### config.mk
export PLATFORM = sky130hd
export DESIGN_NAME = mem_port_arbiter
export DESIGN_NICKNAME = d
export VERILOG_FILES = /design/src/rtl/mem_port_arbiter_pkg.sv /design/src/rtl/mem_port_arbiter_watchdog.sv /design/src/rtl/mem_port_arbiter.sv
export SDC_FILE = /design/constraint.sdc
export NUM_CORES = 1
export LEC_CHECK = 0
export ABC_AREA = 1
export BUFFER_PORTS_ARGS = -buffer_cell sky130_fd_sc_hd__buf_2
export CAP_MARGIN = 10
export CORE_MARGIN = 1.5
export CORE_UTILIZATION = 25
export DETAILED_ROUTE_END_ITERATION = 12
export GPL_TIMING_DRIVEN = 0
export PLACE_DENSITY_LB_ADDON = 0.05
export REMOVE_ABC_BUFFERS = 1
export SLEW_MARGIN = 20
export SYNTH_ARGS = -nofsm -noshare
export SYNTH_HDL_FRONTEND = slang
export SYNTH_SLANG_ARGS = --single-unit
### constraint.sdc
create_clock -name clk -period 2.5 [get_ports clk]
set_clock_uncertainty 0.2 [all_clocks]
set_input_delay 0.25 -clock clk [delete_from_list [all_inputs] [get_ports clk]]
set_output_delay 0.25 -clock clk [all_outputs]
set_load 0.05 [all_outputs]
### src/rtl/mem_port_arbiter_pkg.sv
// Shared types and defaults for the fetch/data memory port arbiter.
package mem_port_arbiter_pkg;

    typedef enum logic [1:0] {
        ST_IDLE   = 2'd0,
        ST_BUSY_F = 2'd1,
        ST_BUSY_D = 2'd2,
        ST_ERR    = 2'd3
    } arb_state_e;

    localparam int DEF_STARVE_LIMIT = 4;
    localparam int DEF_TIMEOUT_CYC  = 64;

    function automatic logic is_busy(input arb_state_e s);
        return (s == ST_BUSY_F) || (s == ST_BUSY_D);
    endfunction

endpackage

### src/rtl/mem_port_arbiter_watchdog.sv
// Cycle counter that flags a downstream access that has run TIMEOUT_CYC cycles without completing.
module arb_watchdog #(
    parameter int TIMEOUT_CYC = 64
) (
    input  logic clk,
    input  logic rst,
    input  logic clear,
    input  logic enable,
    output logic expired
);
    localparam int TW = (TIMEOUT_CYC > 1) ? $clog2(TIMEOUT_CYC) : 1;

    logic [TW-1:0] count_r;

    // Count busy cycles; cleared whenever no access is outstanding.
    always_ff @(posedge clk) begin
        if (rst) begin
            count_r <= {TW{1'b0}};
        end else if (clear) begin
            count_r <= {TW{1'b0}};
        end else if (enable) begin
            count_r <= count_r + TW'(1);
        end else begin
            count_r <= count_r;
        end
    end

    assign expired = enable && (count_r == TW'(TIMEOUT_CYC - 1));

endmodule

### src/rtl/mem_port_arbiter.sv
// Arbitrates the fetch and data requesters onto one shared mem_system port, data first with a fetch starvation guard.
module mem_port_arbiter
    import mem_port_arbiter_pkg::*;
#(
    parameter int STARVE_LIMIT = DEF_STARVE_LIMIT,
    parameter int TIMEOUT_CYC  = DEF_TIMEOUT_CYC
) (
    input  logic        clk,
    input  logic        rst,
    input  logic [15:0] f_Addr,
    input  logic        f_Rd,
    output logic [15:0] f_DataOut,
    output logic        f_Done,
    output logic        f_Stall,
    input  logic [15:0] d_Addr,
    input  logic [15:0] d_DataIn,
    input  logic        d_Rd,
    input  logic        d_Wr,
    output logic [15:0] d_DataOut,
    output logic        d_Done,
    output logic        d_Stall,
    output logic [15:0] mem_Addr,
    output logic [15:0] mem_DataIn,
    output logic        mem_Rd,
    output logic        mem_Wr,
    input  logic [15:0] mem_DataOut,
    input  logic        mem_Done,
    input  logic        mem_err,
    output logic        err
);
    localparam int SW = $clog2(STARVE_LIMIT + 1);

    arb_state_e    state_r;
    logic [15:0]   addr_r;
    logic [15:0]   data_r;
    logic          rd_r;
    logic          wr_r;
    logic [SW-1:0] streak_r;

    logic f_pend_s;
    logic d_pend_s;
    logic busy_s;
    logic done_ok_s;
    logic wd_expired_s;

    assign f_pend_s  = f_Rd;
    assign d_pend_s  = d_Rd | d_Wr;
    assign busy_s    = is_busy(state_r);
    assign done_ok_s = busy_s & mem_Done & ~mem_err;

    arb_watchdog #(
        .TIMEOUT_CYC (TIMEOUT_CYC)
    ) u_watchdog (
        .clk     (clk),
        .rst     (rst),
        .clear   (~busy_s),
        .enable  (busy_s),
        .expired (wd_expired_s)
    );

    // Grant FSM: latches the winning request and tracks the data-side streak while fetch waits.
    always_ff @(posedge clk) begin
        if (rst) begin
            state_r  <= ST_IDLE;
            addr_r   <= 16'h0000;
            data_r   <= 16'h0000;
            rd_r     <= 1'b0;
            wr_r     <= 1'b0;
            streak_r <= {SW{1'b0}};
        end else begin
            case (state_r)
                ST_IDLE: begin
                    if (mem_err || (d_Rd && d_Wr)) begin
                        state_r <= ST_ERR;
                    end else if (d_pend_s && (!f_pend_s || (streak_r < SW'(STARVE_LIMIT)))) begin
                        state_r <= ST_BUSY_D;
                        addr_r  <= d_Addr;
                        data_r  <= d_DataIn;
                        rd_r    <= d_Rd;
                        wr_r    <= d_Wr;
                        if (f_pend_s) begin
                            streak_r <= (streak_r == SW'(STARVE_LIMIT)) ? streak_r : streak_r + SW'(1);
                        end else begin
                            streak_r <= {SW{1'b0}};
                        end
                    end else if (f_pend_s) begin
                        state_r  <= ST_BUSY_F;
                        addr_r   <= f_Addr;
                        data_r   <= 16'h0000;
                        rd_r     <= 1'b1;
                        wr_r     <= 1'b0;
                        streak_r <= {SW{1'b0}};
                    end else begin
                        state_r <= ST_IDLE;
                    end
                end
                ST_BUSY_F, ST_BUSY_D: begin
                    if (mem_err) begin
                        state_r <= ST_ERR;
                    end else if (mem_Done) begin
                        state_r <= ST_IDLE;
                    end else if (wd_expired_s) begin
                        state_r <= ST_ERR;
                    end else begin
                        state_r <= state_r;
                    end
                end
                ST_ERR: begin
                    state_r <= ST_ERR;
                end
                default: begin
                    state_r <= ST_ERR;
                end
            endcase
        end
    end

    // Downstream drive and completion routing back to the owner of the current access.
    always_comb begin
        mem_Addr   = busy_s ? addr_r : 16'h0000;
        mem_DataIn = busy_s ? data_r : 16'h0000;
        mem_Rd     = busy_s & rd_r;
        mem_Wr     = busy_s & wr_r;
        f_Done     = done_ok_s & (state_r == ST_BUSY_F);
        d_Done     = done_ok_s & (state_r == ST_BUSY_D);
        f_DataOut  = f_Done ? mem_DataOut : 16'h0000;
        d_DataOut  = d_Done ? mem_DataOut : 16'h0000;
        err        = (state_r == ST_ERR);
        if (state_r == ST_ERR) begin
            f_Stall = 1'b1;
            d_Stall = 1'b1;
        end else begin
            f_Stall = f_pend_s & ~f_Done;
            d_Stall = d_pend_s & ~d_Done;
        end
    end

endmodule

### Yosys cells after proc, flatten, opt, wreduce, memory -nomap -nowiden

Cells that the tools add are included.

* $add $sub $neg: 2
* $lt $le $gt $ge: 1
* eq/ne operators: 7
* mux-type cells: 25
* bitwise gates (word level): 14
* reduce and logical (&&, ||, !) cells: 13

Operator list (count)
* $mux 16: 8
* $mux 3: 4
* $mux 2: 5
* $and 1x1->1: 8
* $mux 1: 7
* $add 6x1->6 const B: 1
* $eq 6x6->1 const B: 1
* $pmux 2 s3: 1
* $not 1->1: 5
* $eq 2x2->1 const B: 2
* $ne 4x3->1 const B: 1
* $reduce_and 4->1: 1
* $reduce_or 2->1: 2
* $add 3x1->3 const B: 1
* $eq 3x3->1 const B: 1
* $logic_and 1x1->1: 3
* $logic_or 1x1->1: 3
* $lt 3x3->1 const B: 1
* $ne 3x3->1 const B: 1
* $reduce_and 3->1: 1
* $eq 2x1->1 const B: 1
* $logic_not 2->1: 1
* $reduce_bool 2->1: 1
* $logic_not 1->1: 1
* $or 1x1->1: 1

* register bits: 45
* output and inout bits: 71

### Longest topological paths before layout

* depth after elaboration: 8
* gate-level depth with buffers: 9

### Hierarchy

A second synthesis with hierarchy kept.

* cell total of the unflattened synthesis: 496
* area, all modules: 2780.2 µm²

Modules (own cells, without submodules)
* mem_port_arbiter: times used 1, cells each 459, area an instance 2504.9 µm², sequential area each 780.7 µm²
* arb_watchdog: times used 1, cells each 37, area an instance 275.3 µm², sequential area each 120.1 µm²

### Least setup slack after synthesis

Ideal clock, no wire load.

* path kind: flip-flop to output port
* from: reg state_r[0]
* to: out f_Stall
* arrival time: 2.526 ns
* required time: 2.050 ns
* slack: -0.476 ns
* cell stages (with the launch flop): 7
* path buffers: 1
* cell sequence: dfxtp_1 -> inv_1 -> ha_1 -> buf_2 -> nand4_1 -> inv_1 -> o21ai_0

* word-level cells in the longest chain between the ends: 8
* elaborated cells on any way between the ends: 10

Ends and longest elaborated chain
* start: declaration: line mem_port_arbiter.sv:33 `arb_state_e state_r;`
* start signal: assignment: line mem_port_arbiter.sv:105 `state_r <= state_r;`
* $eq 2x1->1 / $eq 2x2->1 (equally long branches): line mem_port_arbiter_pkg.sv:15, mem_port_arbiter.sv:124
* $logic_or 1x1->1: line mem_port_arbiter_pkg.sv:15 `return (s == ST_BUSY_F) || (s == ST_BUSY_D);`
* $and 1x1->1 (2 in series): line mem_port_arbiter.sv:49 `assign done_ok_s = busy_s & mem_Done & ~mem_err;`
* $and 1x1->1 (*): line mem_port_arbiter.sv:124 `f_Done = done_ok_s & (state_r == ST_BUSY_F);`
* net f_Done: line mem_port_arbiter.sv:13 `output logic f_Done,`
* $not 1->1 (*): line mem_port_arbiter.sv:133 `f_Stall = f_pend_s & ~f_Done;`
* $and 1x1->1 (*): line mem_port_arbiter.sv:133
* $mux 1 (*): line mem_port_arbiter.sv:129 `if (state_r == ST_ERR) begin`
* end: declaration: line mem_port_arbiter.sv:14 `output logic f_Stall,`

Mark *: on every way through the listed nets, which the timed path passes. The rest lies on a longest branch.

### Worst setup path in the final report

* from: reg state_r[1]
* to: out f_DataOut[7]

* word-level cells in the longest chain between the ends: 6
* elaborated cells on any way between the ends: 7

Ends and longest elaborated chain
* $eq 2x1->1 / $eq 2x2->1 (equally long branches): line mem_port_arbiter_pkg.sv:15, mem_port_arbiter.sv:124
* $logic_or 1x1->1: line mem_port_arbiter_pkg.sv:15
* $and 1x1->1 (2 in series): line mem_port_arbiter.sv:49
* $and 1x1->1 (*): line mem_port_arbiter.sv:124
* $mux 16 (*): line mem_port_arbiter.sv:126 `f_DataOut = f_Done ? mem_DataOut : 16'h0000;`
* end: declaration: line mem_port_arbiter.sv:12 `output logic [15:0] f_DataOut,`

Mark *: on every way between the ends. The rest lies on a longest branch, timed or not.

==> impl_metrics.env <==
export IMPL_antenna_left=0
export IMPL_cts_buffer_depth=2
export IMPL_fin_crit_sh=0.929
export IMPL_status="completed"
export IMPL_area_growth_pct=40.1
export IMPL_tritoncts_num_buffers=5
export IMPL_dr_pass1_iters=5
export IMPL_core_sq_mm=0.0103
export IMPL_clock_latency_ns=0.30
export IMPL_multi_input_area_sq_mm=0.00136
export IMPL_clk_pin_slew_ns=0.10
export IMPL_period_needed_ns=2.32
export IMPL_grt_pass1_wl_microns=12600
export IMPL_grt_use_total=0.142
export IMPL_regArea_sq_um=901
export IMPL_crit_path_top_delay_cell="ha_4"
export IMPL_synth_warning_count=0
export IMPL_layout_drive_gt1_share=0.277
export IMPL_cts_root_buf="clkbuf_8"
export IMPL_pwr_density_cell_mw_per_mm2=912
export IMPL_row_count=37
export IMPL_syn_mean_instance_area_sq_um=6.05
export IMPL_initial_core_util=0.256
export IMPL_whs_ns=0.0481
export IMPL_overflow=0
export IMPL_hold_viol_final=0
export IMPL_slowest_delay_ns=0.39
export IMPL_hpwl_microns=5130
export IMPL_mostFrequentLayoutCells="139 x buf_2, 124 x nand2_1, 105 x nor2_1, 69 x inv_1, 45 x dfxtp_1"
export IMPL_final_cell_area_sq_mm=0.00368
export IMPL_leakagePower_nw=2.41
export IMPL_die_h_microns=106
export IMPL_die_w_microns=106
export IMPL_dr_first_iter_drc_count=95
export IMPL_dpl_cell_area_sq_mm=0.00339
export IMPL_nNetsFinal=654
export IMPL_dr_total_vias=2932
export IMPL_startpoint_type="flip-flop"
export IMPL_ir_worst_vdd_v=0.000334
export IMPL_rsz0062_at_grt="false"
export IMPL_dp_slack_ns=-0.610
export IMPL_setup_ws_ns=0.177
export IMPL_crit_required_ns=2.05
export IMPL_drc=0
export IMPL_die_area_sq_mm=0.0111
export IMPL_antenna_found_initial=0
export IMPL_crit_chain="inv_1 > ha_4 > nand4_1 > buf_4 > nor2_1 > buf_2"
export IMPL_insertedDiodeCount=0
export IMPL_htree_levels=2
export IMPL_hold_path_class="input pin to flip-flop"
export IMPL_wl_microns=7910
export IMPL_cts_tree="built"
export IMPL_gp_congestion=0.743
export IMPL_netSwitchingPower_mw=1.70
export IMPL_p_int_mw=1.66
export IMPL_netlist_instances=434
export IMPL_seqPwrFrac=0.285
export IMPL_critPathKind="flip-flop to primary output"
export IMPL_drv_slew=0
export IMPL_crit_path_end_kind="primary output"
export IMPL_io_buffers=141
export IMPL_cap_violations=0
export IMPL_max_clock_freq_mhz=430
export IMPL_cp_arrival_ns=1.87
export IMPL_io_pins=142
export IMPL_drt_wirelength_per_cell_microns=11.1
export IMPL_syn_area_sq_mm=0.00263
export IMPL_setup_viol=0
export IMPL_nFillCells=1155
export IMPL_grt_pass1_vias=2767
export IMPL_switching_share=0.506
export IMPL_yosysSeqAreaShare=0.343
export IMPL_final_core_util=0.358
export IMPL_tightest_slew_ns=0.978
export IMPL_grt_max_degree=45
export IMPL_clkPwrFrac=0.145
export IMPL_final_common_cell="buf_2"
export IMPL_slew_headroom=0.348
export IMPL_ys_types=21
export IMPL_path_max_fanout=17
export IMPL_cts_sinks=45
export IMPL_synth_seq_cells=45
export IMPL_viasPerCell=4.11
export IMPL_p_comb_frac=0.570
[per-layer routing]
| metal | GRT usage | up-vias | wire [microns] |
|---|---|---|---|
| met5 | 0 | - | 0 |
| met4 | 0.0376 | 0 | 65 |
| met3 | 0.0322 | 5 | 497 |
| met2 | 0.253 | 94 | 3680 |
| met1 | 0.171 | 1272 | 3660 |
| li1 | - | 1561 | - |
[timing repair]
action,4_1_cts,5_1_grt
buffers inserted,3,1
hold endpoints to repair,11,0
setup endpoints to repair,70,30
pin swaps,3,1
gates resized for setup,1,3
hold buffers,11,0
gates cloned,0,0
[cell families after synthesis]
kind of cell | synth area share
AND/OR/NAND/NOR | 0.350
buffers and inverters | 0.146
AO/OA/AOI/OAI | 0.122
flip-flops | 0.343
adder cells (fa/ha/maj) | 0.0333
XOR/XNOR | 0.00667
[final timing paths]
| check | slack (ns) | startpoint | endpoint | cells past startpoint |
|---|---|---|---|---|
| worst min register to register | 0.26 | u_watchdog.count_r[0]$_SDFF_PP0_ | u_watchdog.count_r[0]$_SDFF_PP0_ | 1 |
| worst max-delay path | 0.18 | state_r[1]$_SDFFE_PP0P_ | f_DataOut[7] | 6 |
| worst min-delay path | 0.05 | d_Addr[15] | addr_r[15]$_SDFFE_PP0P_ | 5 |
| worst max register to register | 0.47 | streak_r[2]$_SDFFE_PP0P_ | addr_r[7]$_SDFFE_PP0P_ | 7 |
[through the flow]
stage | cells | TNS (ns) | total power, mW
floorplan | 412 | -19.07 | 2.20
global placement | 689 | -44.56 | 2.67
detailed placement | 689 | -20.59 | 2.69
CTS | 711 | 0 | 3.37
global route | 713 | 0 | 3.63
finish | 713 | 0 | 3.36
[Yosys cell counts, drive strengths merged]
master | n | area (sq um)
buf | 14 | 90.1
o21bai | 27 | 203
o21ai | 6 | 33.8
nor2 | 106 | 405
xor2 | 2 | 17.5
nor3 | 2 | 10.0
dfxtp | 45 | 901
inv | 70 | 263
nand2 | 124 | 465
nand4 | 2 | 12.5
nand3 | 5 | 25.0
ha | 7 | 87.6
a21oi | 16 | 83.8
clkbuf | 8 | 30.0
[power groups by stage]
stage               Clock [mW]  Sequential [mW]  Combinational [mW]
floorplan                    0            0.958                1.24
global placement             0            0.971                1.70
detailed placement           0            0.975                1.71
CTS                      0.513            0.959                1.89
global route             0.536            0.979                2.11
finish                   0.486            0.959                1.92
[worst max-delay path, delay by kind of cell, from the launching register on]
kind / cells / cell delay (ns)
adders and majority gates: 1 / 0.39
buffers and inverters: 3 / 0.59
DFF: 1 / 0.38
and+or+nand+nor: 2 / 0.20
[area by class of cell]
| cell class | count | area share |
|---|---|---|
| Clock buffer | 6 | 0.0224 |
| Inverter | 70 | 0.0714 |
| Clock inverter | 2 | 0.00374 |
| Sequential cell | 45 | 0.245 |
| Tap cell | 136 | 0.0462 |
| Timing Repair Buffer | 157 | 0.242 |
| Multi-Input combinational cell | 297 | 0.370 |
[sequential cells by signal, indices dropped and copies added (netlist names)]
signal              flops
state_r                 2
data_r                 16
rd_r                    1
u_watchdog.count_r      6
addr_r                 16
streak_r                3
wr_r                    1
No activity file was read; power rests on OpenSTA's default activity.
